File: src/rtl/reg_file.sv
// Parameterized register file: two combinational read ports and one write port, with r0 hardwired to zero.
// Define REG_FILE_BYPASS_EN to forward same-cycle write data to a read port whose address matches the write.
module reg_file #(
    parameter int ADDR_WIDTH     = 5,
    parameter int REG_FILE_WIDTH = 32,
    parameter int REG_FILE_NREG  = 32
) (
    input  logic                      clk,
    input  logic                      rst_n,
    input  logic                      wrt,
    input  logic [ADDR_WIDTH-1:0]     addrA,
    input  logic [ADDR_WIDTH-1:0]     addrB,
    input  logic [ADDR_WIDTH-1:0]     addrD,
    input  logic [REG_FILE_WIDTH-1:0] d,
    output logic [REG_FILE_WIDTH-1:0] data_a,
    output logic [REG_FILE_WIDTH-1:0] data_b
);

    logic [REG_FILE_NREG-1:0][REG_FILE_WIDTH-1:0] regs_q, regs_d;
    logic                                         wr_hit;

    // A write lands only for an in-range, non-zero destination.
    assign wr_hit = wrt && (addrD != '0) && (int'(addrD) < REG_FILE_NREG);

    always_comb begin
        regs_d = regs_q;
        if (wr_hit) regs_d[addrD] = d;
        regs_d[0] = '0;
    end

    always_ff @(posedge clk or negedge rst_n) begin
        if (!rst_n) regs_q <= '0;
        else        regs_q <= regs_d;
    end

    function automatic logic [REG_FILE_WIDTH-1:0] rd(input logic [ADDR_WIDTH-1:0] addr);
        logic [REG_FILE_WIDTH-1:0] v;
        v = '0;
        if ((addr != '0) && (int'(addr) < REG_FILE_NREG)) v = regs_q[addr];
`ifdef REG_FILE_BYPASS_EN
        // Write-through is suppressed while reset is held so every read stays zero.
        if (rst_n && wr_hit && (addr == addrD)) v = d;
`endif
        return v;
    endfunction

    assign data_a = rd(addrA);
    assign data_b = rd(addrB);

endmodule

File: config.mk
export PLATFORM = sky130hd
export DESIGN_NAME = reg_file
export DESIGN_NICKNAME = d
export VERILOG_FILES = /design/src/rtl/reg_file.sv
export SDC_FILE = /design/constraint.sdc
export NUM_CORES = 2
export LEC_CHECK = 0
export BUFFER_PORTS_ARGS = -buffer_cell sky130_fd_sc_hd__buf_4
export CAP_MARGIN = 0
export CORE_ASPECT_RATIO = 1.1
export CORE_MARGIN = 2
export CORE_UTILIZATION = 60
export CTS_BUF_LIST = sky130_fd_sc_hd__clkbuf_8 sky130_fd_sc_hd__clkbuf_16
export CTS_CLUSTER_SIZE = 20
export DETAILED_ROUTE_END_ITERATION = 6
export PLACE_DENSITY = 0.87
export SYNTH_ARGS = -nofsm -noshare
export SYNTH_HDL_FRONTEND = slang
export SYNTH_SLANG_ARGS = --single-unit
File: constraint.sdc
create_clock -name clk -period 5.2 [get_ports clk]
set_clock_uncertainty 0.2 [all_clocks]
set_input_delay 0.78 -clock clk [delete_from_list [all_inputs] [get_ports clk]]
set_output_delay 0.78 -clock clk [all_outputs]
set_load 0.05 [all_outputs]
## After elaboration in Yosys (flattened, before gate mapping)

Index checks and enable logic that the tools add are counted.

| storage, ports and cells | value |
|---|---|
| register bits after elaboration | 992 |
| input bits | 50 |
| output and inout bits | 64 |

| operators by class | value |
|---|---|
| magnitude comparators | 4 |
| muxes and demuxes | 9 |
| reductions and logical operators | 5 |

Operator list:

| operator | number |
|---|---|
| bitwise mux 1024 bit | 1 |
| binary-select mux 32 bit (select 5 bit) | 2 |
| demux 32 bit (select 5 bit) | 1 |
| two-way mux 32 bit | 5 |
| < comparator 5 x 6 -> 1 bit, second input constant | 3 |
| nonzero test 5 bit | 3 |
| greater-or-equal comparator 5 x 1 -> 1 bit, second input constant | 1 |
| logical AND 1 bit | 2 |

## Longest topological paths before layout

| depth | value |
|---|---|
| word-level depth | 5 |
| depth in mapped cells | 9 |
| gate-level depth less buffers | 4 |

## Worst setup path after synthesis

Ideal clock, no wire load.

| timing path | value |
|---|---|
| kind | input-to-output |
| start point | input addrA[0] |
| end point | output data_a[15] |
| data arrival time | 3330 ps |
| data required time | 4220 ps |
| slack | 890 ps |
| stages | 9 |
| buffers on the path | 5 |
| cell sequence | buf_6 -> buf_12 -> buf_12 -> buf_12 -> buf_12 -> mux2i_1 -> o221ai_1 -> a21oi_1 -> nor4_1 |

| on the way | value |
|---|---|
| longest elaborated chain between the ends | 3 |

Ends and longest elaborated chain:

| element | RTL line | RTL |
|---|---|---|
| start: declaration | 11 | `input logic [ADDR_WIDTH-1:0] addrA,` |
| binary-select mux 32 bit (select 5 bit) | 39 | `if ((addr != '0) && (int'(addr) < REG_FILE_NREG)) v = regs_q[addr];` |
| two-way mux 32 bit (not written as such) | 39 |  |
| two-way mux 32 bit (*) | 39 |  |
| end: declaration | 15 | `output logic [REG_FILE_WIDTH-1:0] data_a,` |

Every way passes the cells marked *; elsewhere a longest branch is shown, timed or not. The select of a mux whose other input is x is not followed.

## Final worst setup path

| timing path | value |
|---|---|
| start point | input addrA[1] |
| end point | output data_a[21] |

Same word-level chain as after synthesis.

==> results.yml <==
route:
  dr.pass1.iters: 6
  vias: 35700
  drc: 0
  wl_per_cell_um: 32.9
  wl_um: 158000
  drtIter0Drc: 4540
  ant_nets: 0
  vias_per_cell: 7.44
worst_setup_path:
  crit_type: "primary input to output pin"
  crit_family: "buffers and inverters"
  worstPathArrival_ns: 3.60
  path_buf_inv: 4
  end_kind: "output pin"
  startpoint_type: "primary input"
  crit_fanout: 71
  crit_slowest_cell: "nor4_1"
  required_ns: 4.22
  path_cells: "buf_8, buf_12, nand2b_1, buf_4, o221ai_1, a21oi_1, nor4_1, buf_4"
  cp_common_cell: "buf_4"
  cpPeakStageDelay_ns: 0.80
place:
  post_dp_cell_area_um2: 55300
  place_hpwl_um: 90500
  gp_congestion: 0.856
  numPortBuffers: 113
cts:
  cts_tree: "yes"
  clk_latency_ns: 0.68
  clk_path_buf_depth: 3
  htreeDepth: 3
  cts_hold_buf: 0
  post_cts_buffers: 0
  cts_resized: 0
  cts.clk_slew.worst_paths_ns: 0.05
  clock_sinks: 992
  cts_buffers: 97
  cts_root_buf: "clkbuf_16"
die:
  fp.dieH_um: 317
  die-area_um2: 91600
  core_region_area_um2: 88100
  initial_core_util_pct: 60.7
  io_pins: 114
  die_x_um: 289
  rows: 114
hold_path:
  min_path_type: "primary input to async pin"
sta:
  max_freq_mhz: 218
  fin_hold_ws_ns: -0.0201
  fin_tns_setup_ns: 0
  timing_hold_violations_final: 11
  setup_viol: 0
  drv_slew: 0
  min_period_over_period_pct: 88.0
  slew_headroom_pct: 13.3
  rsz0062_at_grt: "no"
  finalCriticalPeriod_ns: 4.58
  worst_pin_slew_ns: 1.30
yosys:
  synthArstFlopShare_pct: 100
  synth_edf_count: 0
  synthCells: 3611
  synth_fp_nets: 3661
  syn_area_um2: 53500
  yosysSeqAreaShare_pct: 46.4
  ys_warn_count: 0
  ys_seq_elements: 992
  postSynthAreaPerCell_um2: 14.8
  ys.flop_type: "dfrtp_1"
  synth.distinct_cells: 47
layout:
  final_area_um2: 58500
  mostFrequentLayoutCells: "1017 x mux2_2, 992 x dfrtp_1, 394 x mux4_2"
  utilization_pct: 66.4
  largest_registers: "regs_q (992)"
  largest_reg_flops: 992
  syn2layout_area_growth_pct: 9.43
  final_layout_size_suffix_gt1_share_pct: 50.6
  layout_commonest_cell: "mux2_2"
  nNetsFinal: 3610
  largest-register: "regs_q"
global_route:
  antenna_found_initial: 5
  grt_pass1_wl_um: 236000
  grt_pass1_vias: 37100
  grt_max_degree: 107
  grt_use_total_pct: 34.8
  grt_overflow: 0
power:
  power_density_nw_per_um2: 389
  p_leak_nw: 25.6
  peakVddDrop_v: 0.000285
  finalPower_mw: 22.8
status:
  violations: "hold timing"
  status: "finished, violations left"
run:
  maxCapViolations: 0
-- final timing paths --
path | from | endpoint | slack [ns] | cells past startpoint
max reg2reg | regs_q[119]$_DFFE_PN0P_ | regs_q[119]$_DFFE_PN0P_ | 4.16 | 1
min reg2reg | regs_q[786]$_DFFE_PN0P_ | regs_q[786]$_DFFE_PN0P_ | 0.31 | 1
min in group clk | regs_q[786]$_DFFE_PN0P_ | regs_q[786]$_DFFE_PN0P_ | 0.31 | 1
max | addrA[1] | data_a[21] | 0.62 | 8
min | rst_n | regs_q[782]$_DFFE_PN0P_ | -0.02 | 1
max in group asynchronous | rst_n | regs_q[216]$_DFFE_PN0P_ | 3.65 | 2
-- final cells by class --
class | instances | area (um2)
well taps | 1160 | 1450
fillers | 5827 | 29600
flip-flops and latches | 992 | 24800
repair buffers | 238 | 2150
clock buffers | 112 | 2630
inverters | 8 | 30.0
clock inverters | 62 | 628
diodes | 5 | 12.5
multi-input cells | 2223 | 26800
-- where the power goes --
part | total [mW] | leakage, nW | internal (mW) | switching, mW
Combinational | 5.06 | 11.2 | 2.84 | 2.22
Sequential | 10.4 | 12.7 | 9.24 | 1.19
Clock | 7.28 | 1.70 | 4.12 | 3.16
Total | 22.8 | 25.6 | 16.2 | 6.57
-- metrics by stage --
step                      worst slack (ns)  instances
after CTS                            0.734       4795
after detailed placement             0.749       4621
after global placement               0.793       4621
after global routing                 0.643       4797
after floorplan                      0.890       3611
final                                0.623       4800
-- cell families (layout without fill, tap and decap cells) --
kind of cell | Yosys count | count (layout) | synth area share (%)
buffers and inverters | 396 | 420 | 3.82
AND/OR/NAND/NOR | 286 | 286 | 2.93
other | 0 | 5 | 0
AO/OA/AOI/OAI | 259 | 259 | 3.80
flip-flops | 992 | 992 | 46.4
multiplexers | 1678 | 1678 | 43.0
-- cells in the mapped netlist (all sizes together) (6+ instances only) --
cell	instances	area (um2)
nor4	20	125
nand2	27	101
o22ai	28	175
nor2b	75	469
clkbuf	172	649
nand2b	29	181
buf	216	1360
nand3b	6	45.0
o22a	19	166
a21oi	20	100
a2111oi	28	245
nor3	17	90.1
or3	8	50.1
a22oi	20	150
mux2	1038	11700
o31a	14	123
a221oi	22	193
nand3	32	160
inv	8	30.0
dfrtp	992	24800
a211oi	42	315
mux4	394	8870
o211ai	19	143
a221o	22	220
nor2	53	209
o221ai	20	175
mux2i	246	2460
-- per-layer routing --
layer  part of all wire (%)  vias to the layer above  GRT usage, %
met5                 0.0076                        -             0
met4                    6.2                        2          19.5
met3                     12                      648          10.0
met2                     46                     2564          52.9
met1                     36                    18700          45.3
li1                       -                    13800             -
(Power assumes the default switching activity.)
